--- config.mk ---
export PLATFORM = sky130hd
export DESIGN_NAME = grayscale_ctrl
export DESIGN_NICKNAME = d
export VERILOG_FILES = /design/src/rtl/grayscale_pkg.sv /design/src/rtl/grayscale_ctrl_rgb_to_gray.sv /design/src/rtl/grayscale_ctrl.sv
export SDC_FILE = /design/constraint.sdc
export NUM_CORES = 1
export LEC_CHECK = 0
export CAP_MARGIN = 20
export CORE_MARGIN = 4
export CORE_UTILIZATION = 60
export CTS_CLUSTER_DIAMETER = 30
export DETAILED_ROUTE_END_ITERATION = 6
export PLACE_DENSITY = 0.86
export SYNTH_ARGS = -nofsm -noshare
export SYNTH_HDL_FRONTEND = slang
export SYNTH_SLANG_ARGS = --single-unit
--- constraint.sdc ---
create_clock -name clk -period 7.45 [get_ports clk]
set_clock_uncertainty 0.05 [all_clocks]
set_input_delay 0.745 -clock clk [delete_from_list [all_inputs] [get_ports clk]]
set_output_delay 0.745 -clock clk [all_outputs]
set_load 0.1 [all_outputs]
--- src/rtl/grayscale_pkg.sv ---
// Shared types and constants for the grayscale controller and its
// RGB-to-luminance pipeline. Optional statistics are enabled by
// defining GRAYSCALE_CTRL_STATS_EN (see grayscale_ctrl.sv).
package grayscale_pkg;

  // Controller states
  typedef enum logic [1:0] {
    ST_IDLE  = 2'd0,
    ST_RUN   = 2'd1,
    ST_FLUSH = 2'd2
  } state_e;

  // Pixel layout: {R, G, B}, 8 bits per channel
  localparam int CH_W  = 8;
  localparam int PIX_W = 24;
  localparam int R_LSB = 16;
  localparam int G_LSB = 8;
  localparam int B_LSB = 0;

  // 3 * 255 = 765 fits in 10 bits, so the channel sum never overflows
  localparam int SUM_W = 10;

  // Pipeline depth of the sum/divide stage
  localparam int STAGES = 2;

  localparam logic [SUM_W-1:0] GRAY_DIV = 10'd3;

  // R + G + B, widened before the add so no carry is lost
  function automatic logic [SUM_W-1:0] rgb_sum(input logic [PIX_W-1:0] p);
    return SUM_W'(p[R_LSB +: CH_W]) + SUM_W'(p[G_LSB +: CH_W]) +
           SUM_W'(p[B_LSB +: CH_W]);
  endfunction

endpackage

--- src/rtl/grayscale_ctrl_rgb_to_gray.sv ---
// Two-stage RGB -> gray pipeline: stage 1 sums the channels, stage 2
// divides by three. en_i freezes both stages (data and valids) so a
// stalled output write keeps its pixel and nothing behind it advances.
module rgb_to_gray
  import grayscale_pkg::*;
(
  input  logic             clk,
  input  logic             reset_n,
  input  logic             en_i,
  input  logic             vld_i,
  input  logic [PIX_W-1:0] pix_i,
  output logic             s1_vld_o,
  output logic             vld_o,
  output logic [CH_W-1:0]  gray_o
);

  // vld_pipe_q[k] is the valid bit of stage k
  logic [STAGES:1]  vld_pipe_q;
  logic [SUM_W-1:0] sum_q;
  logic [CH_W-1:0]  gray_q;

  // Valid shift register, advanced only when the consumer can accept
  always_ff @(posedge clk) begin
    if (!reset_n) begin
      vld_pipe_q <= '0;
    end else if (en_i) begin
      vld_pipe_q <= {vld_pipe_q[STAGES-1:1], vld_i};
    end
  end

  // Stage 1: channel sum, loaded only for real pixels
  always_ff @(posedge clk) begin
    if (!reset_n) begin
      sum_q <= '0;
    end else if (en_i && vld_i) begin
      sum_q <= rgb_sum(pix_i);
    end
  end

  // Stage 2: exact floor divide; result always in 0..255. Holding on
  // bubbles keeps the output word stable between pixels.
  always_ff @(posedge clk) begin
    if (!reset_n) begin
      gray_q <= '0;
    end else if (en_i && vld_pipe_q[1]) begin
      gray_q <= CH_W'(sum_q / GRAY_DIV);
    end
  end

  assign s1_vld_o = vld_pipe_q[1];
  assign vld_o    = vld_pipe_q[STAGES];
  assign gray_o   = gray_q;

endmodule

--- src/rtl/grayscale_ctrl.sv ---
// Frame sequencer for the grayscale stage: pops W*H RGB pixels from a
// show-ahead input FIFO, pushes gray pixels into the output FIFO, and
// pulses frame_done once the last pixel has been written.
// Optional: define GRAYSCALE_CTRL_STATS_EN to add stall/starve counters.
module grayscale_ctrl
  import grayscale_pkg::*;
#(
  parameter int IMG_WIDTH  = 720,
  parameter int IMG_HEIGHT = 540
) (
  input  logic             clk,
  input  logic             reset_n,
  input  logic             start,
  output logic             busy,
  output logic             frame_done,
  input  logic [PIX_W-1:0] in_dout,
  input  logic             in_empty,
  output logic             in_rd_en,
  output logic [CH_W-1:0]  out_din,
  input  logic             out_full,
  output logic             out_wr_en
`ifdef GRAYSCALE_CTRL_STATS_EN
  ,
  output logic [31:0]      stall_cycles,
  output logic [31:0]      starve_cycles
`endif
);

  localparam int NPIX  = IMG_WIDTH * IMG_HEIGHT;
  localparam int CNT_W = $clog2(NPIX + 1);
  localparam logic [CNT_W-1:0] NPIX_C = CNT_W'(NPIX);
  localparam logic [CNT_W-1:0] ONE_C  = CNT_W'(1);

  state_e           state_q, state_d;
  logic [CNT_W-1:0] pix_left_q, pix_left_d;

  logic advance;
  logic pop;
  logic s1_valid;
  logic s2_valid;
  logic pipe_empty;

  // Pipeline moves unless a finished pixel is blocked by a full output FIFO
  assign advance    = !(s2_valid && out_full);
  assign pop        = (state_q == ST_RUN) && !in_empty && advance &&
                      (pix_left_q != '0);
  assign pipe_empty = !s1_valid && !s2_valid;

  assign in_rd_en  = pop;
  assign out_wr_en = s2_valid && !out_full;

  rgb_to_gray u_pipe (
    .clk      (clk),
    .reset_n  (reset_n),
    .en_i     (advance),
    .vld_i    (pop),
    .pix_i    (in_dout),
    .s1_vld_o (s1_valid),
    .vld_o    (s2_valid),
    .gray_o   (out_din)
  );

  // State and pixel-counter registers
  always_ff @(posedge clk) begin
    if (!reset_n) begin
      state_q    <= ST_IDLE;
      pix_left_q <= '0;
    end else begin
      state_q    <= state_d;
      pix_left_q <= pix_left_d;
    end
  end

  // Next state, pixel countdown and the frame_done pulse
  always_comb begin
    state_d    = state_q;
    pix_left_d = pix_left_q;
    frame_done = 1'b0;
    case (state_q)
      ST_IDLE: begin
        if (start) begin
          state_d    = ST_RUN;
          pix_left_d = NPIX_C;
        end
      end
      ST_RUN: begin
        if (pop) begin
          pix_left_d = pix_left_q - ONE_C;
          if (pix_left_q == ONE_C) state_d = ST_FLUSH;
        end
      end
      ST_FLUSH: begin
        if (pipe_empty) begin
          state_d    = ST_IDLE;
          frame_done = 1'b1;
        end
      end
      default: state_d = ST_IDLE;
    endcase
  end

  // busy drops together with the frame_done pulse so the sequencer sees a
  // clean handoff in a single cycle
  assign busy = (state_q != ST_IDLE) && !frame_done;

`ifdef GRAYSCALE_CTRL_STATS_EN
  logic [31:0] stall_q;
  logic [31:0] starve_q;

  // Saturating stall/starve counters, cleared when a frame is accepted
  always_ff @(posedge clk) begin
    if (!reset_n) begin
      stall_q  <= '0;
      starve_q <= '0;
    end else if (state_q == ST_IDLE && start) begin
      stall_q  <= '0;
      starve_q <= '0;
    end else begin
      if (state_q != ST_IDLE && !advance && stall_q != '1)
        stall_q <= stall_q + 32'd1;
      if (state_q == ST_RUN && in_empty && pix_left_q != '0 && starve_q != '1)
        starve_q <= starve_q + 32'd1;
    end
  end

  assign stall_cycles  = stall_q;
  assign starve_cycles = starve_q;
`endif

endmodule
==> results of run 1 <==
-- worst max-delay path, stage by stage, from the launching register on --
cell and delay [ns]:
dfxtp_1 0.36, or4_4 0.56, or4_4 0.48, nor3_4 0.25, a31o_4 0.30, inv_2 0.16
clkdlybuf4s50_1 1.01
-- logic make-up after synthesis --
logic type | Yosys count
xor+xnor | 30
buf+inv | 37
compound gates | 112
fa+ha+maj | 21
simple gates | 144
flops | 41
mux | 4
-- per-stage QoR --
step                      setup WS, ns  cells  utilization
after global routing              3.08    482        0.734
after CTS                         3.21    482        0.734
after floorplan                   4.15    389            -
final                             3.21    482        0.734
after detailed placement          3.50    474        0.713
after global placement            3.52    474        0.713
-- Yosys cell counts (5+ instances only) --
| master | n |
|---|---|
| inv_1 | 14 |
| o21bai_1 | 7 |
| buf_2 | 7 |
| nand2_1 | 31 |
| a31oi_1 | 6 |
| nor2_1 | 35 |
| clkbuf_1 | 11 |
| nor2b_1 | 11 |
| nand2b_1 | 10 |
| xnor2_1 | 19 |
| o211ai_1 | 5 |
| ha_1 | 19 |
| a21oi_1 | 39 |
| nand3_1 | 13 |
| o21ai_0 | 20 |
| a211oi_1 | 6 |
| nor3_1 | 13 |
| dfxtp_1 | 41 |
| xor2_1 | 11 |
-- registers in the layout, summed over array words and instances (netlist names) --
register and count:
u_pipe.sum_q 10, state_q 2, u_pipe.gray_o 8, pix_left_q 19, u_pipe.vld_pipe_q 2
-- metal layers --
layer / routed length (um) / up-vias
met4: 96 / 0
met5: 0 / -
met1: 3020 / 1328
met3: 391 / 10
met2: 3180 / 83
li1: - / 1448
-- power groups by stage --
stage | clock network (mW) | logic, mW | registers [mW]
floorplan | 0 | 0.218 | 0.271
global placement | 0 | 0.263 | 0.273
detailed placement | 0 | 0.270 | 0.274
CTS | 0.168 | 0.273 | 0.269
global route | 0.180 | 0.305 | 0.274
finish | 0.167 | 0.273 | 0.270
-- cell type report --
class | instances | area, sq um | area share
clock inverter | 1 | 8.76 | 0.00246
timing repair buffer | 40 | 400 | 0.112
clock buffer | 7 | 96.3 | 0.0271
inverter | 15 | 56.3 | 0.0158
multi-input combinational | 311 | 2090 | 0.588
tap | 67 | 83.8 | 0.0235
sequential | 41 | 821 | 0.230
-- worst min path at each step --
stage	startpoint	end	slack (ns)	depth (start not counted)
after global placement	u_pipe.gray_o[2]$_SDFFE_PN0P_	u_pipe.gray_o[2]$_SDFFE_PN0P_	0.41	2
after CTS	u_pipe.gray_o[2]$_SDFFE_PN0P_	u_pipe.gray_o[2]$_SDFFE_PN0P_	0.43	2
after detailed placement	u_pipe.gray_o[2]$_SDFFE_PN0P_	u_pipe.gray_o[2]$_SDFFE_PN0P_	0.42	2
final	u_pipe.gray_o[2]$_SDFFE_PN0P_	u_pipe.gray_o[2]$_SDFFE_PN0P_	0.43	2
after global routing	u_pipe.gray_o[2]$_SDFFE_PN0P_	u_pipe.gray_o[2]$_SDFFE_PN0P_	0.47	2
after floorplan	pix_left_q[18]$_SDFFE_PN0P_	pix_left_q[18]$_SDFFE_PN0P_	0.40	2
==> metrics.csv, run 1 <==
stage,metric,value,unit
outcome,status,completed,
synthesis,Synth cell types,59,
setup_path,crit path to,in_rd_en,
grt,GRT Overall Usage,0.227,
flow_run,maxcap violations,0,
synthesis,number of synthesized flops with an enable pin,0,
grt,GRT busiest layer,met2,
setup_path,worst path required time,6.65,ns
timing,Least-Margin Pin Slew,0.991,ns
timing,final setup vio count,0,
die,IO Count,41,
synthesis,Synth area leaders,"dfxtp_1 (27%), ha_1 (7.7%), a21oi_1 (6.3%), xnor2_1 (5.4%), nor2_1 (4.3%)",
route,Pre-Repair DR Iteration Count,4,
route,vias per cell,5.95,
route,via count,2869,
grt,vias in the first global route,2626,
synthesis,Mapped Cells,389,
power_and_ir_drop,VDD IR max,0.147,mV
finish,FILL cells,376,
finish,# diodes,0,
clocking,Post-CTS Setup Inserts,0,
synthesis,largest family of logic cells by synthesized area,simple AND/OR/NAND/NOR gates,
grt,grt ovf,0,
setup_path,crit path kind,register to output pin,
finish,"commonest non-fill, non-tap cell in the layout",dfxtp_1,
route,# DRC,0,
clocking,CTS H-tree depth,2,
route,overall routed net length,6.69,mm
clocking,Post-CTS Hold Buffers,0,
clocking,CTS Buffer Depth,2,
timing,RSZ-0062 raised after global routing,false,
grt,first-pass GRT wire length,11.6,mm
timing,fmax,236,MHz
route,Detail Route Antenna Nets,0,
grt,GR Util met1,0.296,
finish,synth-to-layout area growth,15.6,%
setup_path,R2R Setup Slk,3.95,ns
synthesis,Synth Area in XOR/XNOR,0.0853,
power_and_ir_drop,pwr/cell area,199,nW/um^2
timing,min cycle time layout,4.24,ns
synthesis,mux share of post-synthesis cell area,0.0130,
finish,final instance area,3560,sq um
synthesis,Syn Nets,439,
placed_design,"Cell Area, Placed",3460,sq um
die,DIE AREA,6340,sq um
synthesis,Yosys Warn Count,0,
grt,largest net degree at the start of global routing,30,
timing,max-slew violations,0,
grt,met2 Track Usage GR,0.376,
setup_path,worst-path maximum fanout,16,
clocking,Sinks on Clock Net,41,
power_and_ir_drop,P_leak,1.36,nW
placed_design,Port Buffer Count,40,
synthesis,simple-gate share of the synthesized area,0.255,
synthesis,Synth Flop Type,dfxtp_1,
die,initial core utilization,0.635,
synthesis,Yosys top cell by area,dfxtp_1,
setup_path,R2R cell count,14,
synthesis,sequential share of the synthesized area,0.267,
grt,antenna violations before repair,0,
setup_path,Worst Setup Start Kind,register,
power_and_ir_drop,Sw Ratio,0.373,
timing,Max-slew headroom,0.337,
setup_path,Worst R2R Start,u_pipe.sum_q[5]$_SDFFE_PN0P_,
synthesis,average size of a mapped cell,7.92,sq um
grt,GR met3 Demand/Resource,0.0463,
timing,fin crit share,0.569,
clocking,CTS resizes,0,
power_and_ir_drop,sequential power share,0.380,
clocking,"Reg clk slew, reported paths",0.08,ns
setup_path,CP startpoint,pix_left_q[2]$_SDFFE_PN0P_,
synthesis,post-synth top area share,0.267,
setup_path,Crit. End Element,output pin,
power_and_ir_drop,NetSw,265,uW
die,core footprint,4850,sq um
die,DIE HEIGHT,79.6,um
setup_path,Worst R2R End,u_pipe.gray_o[0]$_SDFFE_PN0P_,
timing,WHS,0.425,ns
power_and_ir_drop,cell internal pwr,446,uW
finish,layout cells sized above 1,0.0482,
die,Die X,79.6,um
finish,most frequent cells in the layout,"dfxtp_1 (41), clkdlybuf4s50_1 (40), a21oi_1 (39), nor2_1 (35), nand2_1 (31)",
clocking,CTS tree,built,
placed_design,detailed placer's ending HPWL,4.97,mm
clocking,TritonCTS Buffers,5,
synthesis,Synth async-reset ratio,0,
setup_path,crit path DAT,3.44,ns
synthesis,Netlist Area Pre-Place,3080,sq um
die,site row count,25,
power_and_ir_drop,clock share of power,0.235,
placed_design,RePlAce Congestion,0.889,
route,routed len/inst,13.9,um
power_and_ir_drop,Comb pwr share,0.385,
timing,final hold vios,0,
route,Iter 0 DRT Violations,221,
synthesis,Compound-Gate Fraction of Synth Area,0.237,
synthesis,"FF+latch count, synth",41,
finish,fin nets,464,
power_and_ir_drop,Overall Power,710,uW
clocking,clock insertion delay at the later pin of the skew report,0.30,ns
timing,Final TNS setup,0,ns
synthesis,post-synthesis adder-cell area fraction,0.0902,
worst_hold_path,worst hold path type,register to register,
clocking,Root Buffer,clkbuf_8,
Power figures use the tool's default switching activity.
==> inputs of run 2 (changes only) <==
--- a/config.mk
+++ b/config.mk
@@ -7,10 +7,10 @@
 export LEC_CHECK = 0
 export CAP_MARGIN = 20
 export CORE_MARGIN = 4
-export CORE_UTILIZATION = 60
+export CORE_UTILIZATION = 56
 export CTS_CLUSTER_DIAMETER = 30
 export DETAILED_ROUTE_END_ITERATION = 6
-export PLACE_DENSITY = 0.86
+export PLACE_DENSITY = 0.81
 export SYNTH_ARGS = -nofsm -noshare
 export SYNTH_HDL_FRONTEND = slang
 export SYNTH_SLANG_ARGS = --single-unit
==> constraint.sdc (replaced) <==
create_clock -name clk -period 4 [get_ports clk]
set_clock_uncertainty 0.05 [all_clocks]
set_input_delay 0.4 -clock clk [delete_from_list [all_inputs] [get_ports clk]]
set_output_delay 0.4 -clock clk [all_outputs]
set_load 0.1 [all_outputs]
==> run 2 against run 1 <==
Worst hold slack improved by 0.010 ns; cell area unchanged; core utilization down 5.0 points; register-to-register slack worse by 3.4 ns; total power is 83% higher; critical path type is now register to register; critical path depth rose by 8; setup slack worse by 2.6 ns; cell count increased by 0.83%; combinational power increased by 87%; largest power group unchanged; sequential power grew 86%; critical endpoint is now u_pipe.gray_o[0]$_SDFFE_PN0P_; count of clock-buffer cells in the layout fell by 1; flip-flop and latch count did not move.
==> metrics.csv, run 2 (synthesis gave the netlist of run 1 again) <==
stage,metric,value,unit,change
power_and_ir_drop,Overall Power,1.30,mW,+83%
clocking,CTS tree,built,,
die,core footprint,5200,sq um,+7.4%
die,IO Count,41,,unchanged
grt,largest net degree at the start of global routing,30,,unchanged
route,Detail Route Antenna Nets,0,,unchanged
clocking,TritonCTS Buffers,5,,unchanged
timing,max-slew violations,0,,unchanged
placed_design,Port Buffer Count,40,,unchanged
timing,Final TNS setup,0,ns,unchanged
setup_path,critical path depth,14,,+8
clocking,Root Buffer,clkbuf_8,,
finish,max FFs per register,19,,unchanged
die,DIE HEIGHT,82.2,um,+3.2%
clocking,CTS H-tree depth,2,,unchanged
timing,fmax,292,MHz,
flow_run,maxcap violations,0,,unchanged
finish,final core utilization,0.684,,-0.0503
setup_path,CP Buf/Inv Count,3,,+1
finish,# diodes,0,,unchanged
timing,final hold vios,0,,unchanged
setup_path,CP Cell Sequence,"inv_1, a21o_1, o22a_1, nor3_2, buf_4, nand2_1, o21ai_0, nand2_1, o21ai_0, ha_1, inv_1, o311a_1, nand3b_1, a31oi_1",,
power_and_ir_drop,pwr/cell area,365,nW/um^2,+83%
worst_hold_path,worst hold path type,register to register,,
clocking,CTS resizes,0,,unchanged
route,Pre-Repair DR Iteration Count,4,,unchanged
finish,synth-to-layout area growth,15.6,%,unchanged
timing,Least-Margin Pin Slew,0.989,ns,-0.00186 ns
setup_path,worst-path maximum fanout,19,,+3
placed_design,RePlAce Congestion,0.853,,-4.1%
route,via count,2796,,-2.5%
clocking,Post-CTS Setup Inserts,0,,unchanged
clocking,clock insertion delay at the later pin of the skew report,0.30,ns,about the same
die,site row count,26,,+4.0%
route,overall routed net length,6.47,mm,-3.3%
timing,Max-slew headroom,0.338,,+0.00124
setup_path,Worst path max stage delay,0.73,ns,-0.28 ns
timing,min cycle time layout,3.42,ns,
setup_path,crit path kind,register to register,,
timing,Worst Slack Setup Final,0.578,ns,-2.64 ns
route,Iter 0 DRT Violations,191,,-14%
route,vias per cell,5.75,,-3.3%
placed_design,placed insts,478,,+0.84%
clocking,"Reg clk slew, reported paths",0.08,ns,about the same
grt,antenna violations before repair,0,,unchanged
setup_path,crit path DAT,3.55,ns,+0.11 ns
finish,fin nets,465,,+0.22%
finish,Post-Layout Cell Count,486,,+0.83%
setup_path,Worst R2R Start,u_pipe.sum_q[5]$_SDFFE_PN0P_,,
clocking,Sinks on Clock Net,41,,unchanged
setup_path,Crit. End Element,register,,
route,# DRC,0,,unchanged
power_and_ir_drop,VDD IR max,0.196,mV,+33%
outcome,status,completed,,
finish,FILL cells,436,,+16%
power_and_ir_drop,P_leak,1.36,nW,+0.18%
setup_path,CP startpoint,u_pipe.sum_q[5]$_SDFFE_PN0P_,,
die,initial core utilization,0.592,,-0.0435
setup_path,cell family with most CP delay,compound AO/OA/AOI/OAI gates,,
placed_design,dpl ws,0.661,ns,-2.84 ns
die,Die X,82.2,um,+3.2%
finish,most frequent cells in the layout,"dfxtp_1 (41), a21oi_1 (39), clkdlybuf4s50_1 (39), nor2_1 (35), nand2_1 (31)",,
clocking,Post-CTS Hold Buffers,0,,unchanged
timing,final setup vio count,0,,unchanged
grt,grt ovf,0,,unchanged
clocking,CTS Buffer Depth,2,,unchanged
grt,GRT Overall Usage,0.210,,-0.0172
placed_design,detailed placer's ending HPWL,4.88,mm,-1.8%
finish,Reg with most FFs,pix_left_q,,
grt,first-pass GRT wire length,11.2,mm,-3.2%
setup_path,R2R Setup Slk,0.58,ns,-3.37 ns
timing,fin crit share,0.856,,
setup_path,R2R cell count,14,,unchanged
timing,RSZ-0062 raised after global routing,false,,
route,routed len/inst,13.3,um,-4.1%
die,DIE AREA,6750,sq um,+6.4%
setup_path,Slowest cell on crit path,dfxtp_1,,
finish,layout cells sized above 1,0.0529,,+0.00469
setup_path,crit path to,u_pipe.gray_o[0]$_SDFFE_PN0P_,,
setup_path,Worst R2R End,u_pipe.gray_o[0]$_SDFFE_PN0P_,,
setup_path,worst path required time,4.13,ns,-2.52 ns
setup_path,Worst Setup Start Kind,register,,
grt,vias in the first global route,2601,,-0.95%
finish,"commonest non-fill, non-tap cell in the layout",dfxtp_1,,
## run 2: changes by cell type in the layout (fill, tap and decap cells not counted)
cell,change
clkdlybuf4s50_1,-1
clkinv_4,+1
clkinv_2,+1
buf_4,+2
inv_6,-1
clkbuf_8,-1
## run 2: through the flow
step / hold WS (ns) / instance area (sq um)
2_1_floorplan: 0.405 / 3080
3_3_place_gp: 0.409 / 3460
3_5_place_dp: 0.429 / 3460
4_1_cts: 0.439 / 3560
5_1_grt: 0.474 / 3560
6_report: 0.436 / 3560
## run 2: routing by layer
metal / vias to the layer above / track usage / routed length, um
met5: - / 0 / 0
met2: 64 / 0.349 / 2990
met3: 5 / 0.0369 / 329
met4: 0 / 0.0631 / 90
li1: 1452 / - / -
met1: 1275 / 0.279 / 3060
## run 2: power breakdown
part	switching, mW	internal [mW]
logic	0.279	0.231
clock network	0.147	0.140
registers	0.0593	0.444
total	0.485	0.814
## run 2: tightest hold or removal path, delay by kind of cell, from the launching register on
family / cells / cell delay, ns
compound gates: 2 / 0.13
flops: 1 / 0.31
## run 2: worst min path at each step
stage / startpoint / to / cells after the start
CTS: pix_left_q[18]$_SDFFE_PN0P_ / pix_left_q[18]$_SDFFE_PN0P_ / 2
global route: u_pipe.gray_o[2]$_SDFFE_PN0P_ / u_pipe.gray_o[2]$_SDFFE_PN0P_ / 2
detailed placement: pix_left_q[18]$_SDFFE_PN0P_ / pix_left_q[18]$_SDFFE_PN0P_ / 2
floorplan: pix_left_q[18]$_SDFFE_PN0P_ / pix_left_q[18]$_SDFFE_PN0P_ / 2
finish: pix_left_q[18]$_SDFFE_PN0P_ / pix_left_q[18]$_SDFFE_PN0P_ / 2
global placement: u_pipe.gray_o[2]$_SDFFE_PN0P_ / u_pipe.gray_o[2]$_SDFFE_PN0P_ / 2
## run 2: final cells by class
cell class | count | area, sq um | area share
Multi-Input combinational cell | 311 | 2090 | 0.588
Sequential cell | 41 | 821 | 0.230
Timing Repair Buffer | 41 | 405 | 0.114
Tap cell | 70 | 87.6 | 0.0246
Clock buffer | 6 | 82.6 | 0.0232
Inverter | 15 | 56.3 | 0.0158
Clock inverter | 2 | 13.8 | 0.00387
==> inputs of run 3 (changes only) <==
--- a/config.mk
+++ b/config.mk
@@ -10,7 +10,8 @@
 export CORE_UTILIZATION = 56
 export CTS_CLUSTER_DIAMETER = 30
 export DETAILED_ROUTE_END_ITERATION = 6
-export PLACE_DENSITY = 0.81
+export PLACE_DENSITY = 0.8
 export SYNTH_ARGS = -nofsm -noshare
 export SYNTH_HDL_FRONTEND = slang
+export SYNTH_HIERARCHICAL = 1
 export SYNTH_SLANG_ARGS = --single-unit
==> run 3 against run 2 <==
Core utilization down 1.9 points; flip-flop and latch count stayed put; first-iteration DRC count shrank 27%; setup slack got worse by 0.14 ns; critical path depth is the same; sequential share of layout area is 0.92 points lower; synthesized cell count rose by 4.1%; largest cell class unchanged.
==> metrics.csv, run 3 <==
stage,metric,value,unit,change
outcome,status,completed,,
synthesis,post-synth top area share,0.253,,-0.0138
flow_run,maxcap violations,0,,unchanged
die,core footprint,5570,sq um,+7.1%
power_and_ir_drop,NetSw,495,uW,+2.2%
clocking,Root Buffer,clkbuf_8,,
timing,final hold vios,0,,unchanged
timing,Max-slew headroom,0.343,,+0.00490
setup_path,Crit. End Element,register,,
synthesis,Synth Area in XOR/XNOR,0.0405,,-0.0449
placed_design,RePlAce Congestion,0.899,,+5.4%
grt,largest net degree at the start of global routing,25,,-17%
synthesis,"FF+latch count, synth",41,,unchanged
clocking,"Reg clk slew, reported paths",0.08,ns,about the same
placed_design,"Cell Area, Placed",3600,sq um,+4.0%
synthesis,Yosys Warn Count,6,,+6
setup_path,Worst path max stage delay,0.74,ns,about the same
clocking,Post-CTS Setup Inserts,0,,unchanged
setup_path,Worst R2R Start,u_pipe/sum_q[6]$_SDFFE_PN0P_,,
synthesis,Synth async-reset ratio,0,,unchanged
die,DIE HEIGHT,84.1,um,+2.4%
route,vias per cell,6.14,,+6.8%
route,overall routed net length,7.41,mm,+15%
finish,"commonest non-fill, non-tap cell in the layout",dfxtp_1,,
route,Pre-Repair DR Iteration Count,4,,unchanged
synthesis,Synth area leaders,"dfxtp_1 (25%), a21oi_1 (5.5%), fa_1 (5.5%), nand2_1 (4.5%), ha_1 (3.9%)",,
power_and_ir_drop,VDD IR max,0.293,mV,+50%
setup_path,cell family with most CP delay,compound AO/OA/AOI/OAI gates,,
timing,max-slew violations,0,,unchanged
synthesis,most frequent cell after synthesis,dfxtp_1,,
die,DIE AREA,7080,sq um,+4.9%
clocking,CTS tree,built,,
setup_path,crit path kind,register to register,,
clocking,Sinks on Clock Net,41,,unchanged
power_and_ir_drop,pwr/cell area,360,nW/um^2,-1.3%
clocking,TritonCTS Buffers,5,,unchanged
finish,max FFs per register,19,,unchanged
die,initial core utilization,0.582,,-0.00909
synthesis,Syn Nets,453,,+3.2%
power_and_ir_drop,P_leak,1.46,nW,+7.1%
route,via count,3054,,+9.2%
synthesis,number of synthesized flops with an enable pin,0,,unchanged
clocking,CTS Buffer Depth,2,,unchanged
finish,# diodes,0,,unchanged
power_and_ir_drop,sequential power share,0.373,,-0.014
grt,antenna violations before repair,0,,unchanged
synthesis,mux share of post-synthesis cell area,0.0200,,+0.00704
die,site row count,27,,+3.8%
synthesis,Netlist Area Pre-Place,3250,sq um,+5.4%
setup_path,Slowest cell on crit path,dfxtp_1,,
finish,layout cells sized above 1,0.0588,,+0.00594
synthesis,simple-gate share of the synthesized area,0.280,,+0.0250
setup_path,CP Buf/Inv Count,0,,-3
grt,first-pass GRT wire length,12.7,mm,+13%
route,Detail Route Antenna Nets,0,,unchanged
worst_hold_path,hold endpoint,u_pipe/gray_o[2]$_SDFFE_PN0P_,,
die,Die X,84.1,um,+2.4%
power_and_ir_drop,cell internal pwr,840,uW,+3.1%
timing,Least-Margin Pin Slew,0.982,ns,-0.00733 ns
route,routed len/inst,14.9,um,+12%
power_and_ir_drop,Sw Ratio,0.371,,-0.00218
setup_path,R2R Setup Slk,0.43,ns,-0.14 ns
timing,min cycle time layout,3.57,ns,+0.145 ns
grt,vias in the first global route,2677,,+2.9%
worst_hold_path,worst hold stages,2,,unchanged
synthesis,Compound-Gate Fraction of Synth Area,0.242,,+0.00511
timing,Final TNS setup,0,ns,unchanged
setup_path,R2R cell count,14,,unchanged
timing,RSZ-0062 raised after global routing,false,,
finish,fin nets,473,,+1.7%
finish,final instance area,3710,sq um,+4.1%
placed_design,Port Buffer Count,40,,unchanged
clocking,Post-CTS Hold Buffers,0,,unchanged
timing,fin crit share,0.892,,+0.0362
setup_path,worst-path maximum fanout,21,,+2
route,Iter 0 DRT Violations,140,,-27%
synthesis,average size of a mapped cell,8.02,sq um,+1.3%
finish,FILL cells,455,,+4.4%
finish,most frequent cells in the layout,"dfxtp_1 (41), nand2_1 (39), clkdlybuf4s50_1 (39), a21oi_1 (36), nor2_1 (30)",,
timing,final setup vio count,0,,unchanged
synthesis,Post-synth top cells,"dfxtp_1 (41), nand2_1 (39), a21oi_1 (36)",,
synthesis,Synth cell types,66,,+12%
synthesis,Yosys top cell by area,dfxtp_1,,
setup_path,CP Cell Sequence,"nor3b_1, o31ai_1, o221ai_2, nor2_1, a21oi_1, nor2_1, a31oi_1, ha_1, nand2_1, mux2i_1, a21oi_1, o21ai_0, a31o_1, a31oi_1",,
power_and_ir_drop,Comb pwr share,0.382,,-0.010
finish,area occupied by multi-input gates,2210,sq um,+5.7%
synthesis,sequential share of the synthesized area,0.253,,-0.0138
grt,grt ovf,0,,unchanged
clocking,clock insertion delay at the later pin of the skew report,0.30,ns,about the same
clocking,CTS resizes,0,,unchanged
power_and_ir_drop,clock share of power,0.245,,+0.024
power_and_ir_drop,Overall Power,1.34,mW,+2.8%
setup_path,Worst R2R End,u_pipe/gray_o[0]$_SDFFE_PN0P_,,
synthesis,Mapped Cells,405,,+4.1%
setup_path,crit path DAT,3.67,ns,+0.12 ns
timing,WHS,0.440,ns,+0.00431 ns
clocking,CTS H-tree depth,2,,unchanged
setup_path,worst path required time,4.10,ns,-0.03 ns
route,# DRC,0,,unchanged
placed_design,detailed placer's ending HPWL,5.58,mm,+14%
timing,fmax,280,MHz,-4.1%
worst_hold_path,worst hold path type,register to register,,
setup_path,Worst Setup Start Kind,register,,
synthesis,Synth Flop Type,dfxtp_1,,
finish,synth-to-layout area growth,14.2,%,
worst_hold_path,Hold Crit Start,u_pipe/gray_o[2]$_SDFFE_PN0P_,,
synthesis,largest family of logic cells by synthesized area,simple AND/OR/NAND/NOR gates,,
grt,GRT Overall Usage,0.212,,+0.00164
die,IO Count,41,,unchanged
synthesis,post-synthesis adder-cell area fraction,0.0971,,+0.00690
finish,Seq. cell area,821,sq um,unchanged
finish,Reg with most FFs,pix_left_q,,
==> run 3: changes by cell type after synthesis, moves of 6 or more <==
| cell | delta |
|---|---|
| o31ai_1 | +6 |
| nor2b_1 | -7 |
| nand2_1 | +8 |
| ha_1 | -9 |
| xnor2_1 | -11 |
| fa_1 | +7 |
| nor3_1 | -7 |
| inv_1 | +6 |
==> run 3: logic make-up after synthesis <==
group / after synthesis
XOR/XNOR: 15
AND/OR/NAND/NOR: 158
multiplexers: 5
flip-flops: 41
AO/OA/AOI/OAI: 118
adder cells (fa/ha/maj): 20
buffers and inverters: 48
==> run 3: worst reg2reg max path, cell delays in order, from the launching register on <==
cell	delay, ns
dfxtp_1	0.74
nor3b_1	0.44
o31ai_1	0.14
o221ai_2	0.49
nor2_1	0.16
a21oi_1	0.15
nor2_1	0.05
a31oi_1	0.16
ha_1	0.34
nand2_1	0.09
mux2i_1	0.14
a21oi_1	0.08
o21ai_0	0.17
a31o_1	0.15
a31oi_1	0.07
==> run 3: worst max path at each step <==
stage	end	from	cells past startpoint
floorplan	busy	state_q[0]$_SDFFE_PN0P_	3
global placement	u_pipe/gray_o[0]$_SDFFE_PN0P_	u_pipe/sum_q[6]$_SDFFE_PN0P_	13
detailed placement	u_pipe/gray_o[0]$_SDFFE_PN0P_	u_pipe/sum_q[6]$_SDFFE_PN0P_	13
CTS	u_pipe/gray_o[0]$_SDFFE_PN0P_	u_pipe/sum_q[6]$_SDFFE_PN0P_	13
global route	u_pipe/gray_o[0]$_SDFFE_PN0P_	u_pipe/sum_q[6]$_SDFFE_PN0P_	14
finish	u_pipe/gray_o[0]$_SDFFE_PN0P_	u_pipe/sum_q[6]$_SDFFE_PN0P_	14
==> run 3: metrics by stage <==
stage | setup slack (ns) | utilization | instances
after global placement | 0.534 | 0.646 | 490
after detailed placement | 0.327 | 0.646 | 490
after floorplan | 0.950 | - | 405
after global routing | 0.0173 | 0.665 | 497
after CTS | 0.331 | 0.665 | 497
final | 0.433 | 0.665 | 497
==> run 3: area by class of cell <==
| cell class | count | area share |
|---|---|---|
| tap | 72 | 0.0243 |
| inverter | 20 | 0.0202 |
| multi-input combinational | 316 | 0.597 |
| sequential | 41 | 0.221 |
| clock inverter | 2 | 0.00945 |
| clock buffer | 5 | 0.0186 |
| timing repair buffer | 41 | 0.109 |
==> run 3: power by group through the flow <==
| stage | logic [mW] | registers (mW) | clock network [mW] |
|---|---|---|---|
| detailed placement | 0.504 | 0.506 | 0 |
| finish | 0.510 | 0.499 | 0.326 |
| global placement | 0.492 | 0.504 | 0 |
| floorplan | 0.403 | 0.502 | 0 |
| CTS | 0.507 | 0.497 | 0.326 |
| global route | 0.567 | 0.506 | 0.342 |
==> run 3: routing by layer <==
metal  GRT usage  up-vias  wire length (um)
met1       0.306     1442              3500
met3      0.0314        4               336
met4      0.0380        0                48
li1            -     1522                 -
met5           0        -                 0
met2       0.339       86              3520
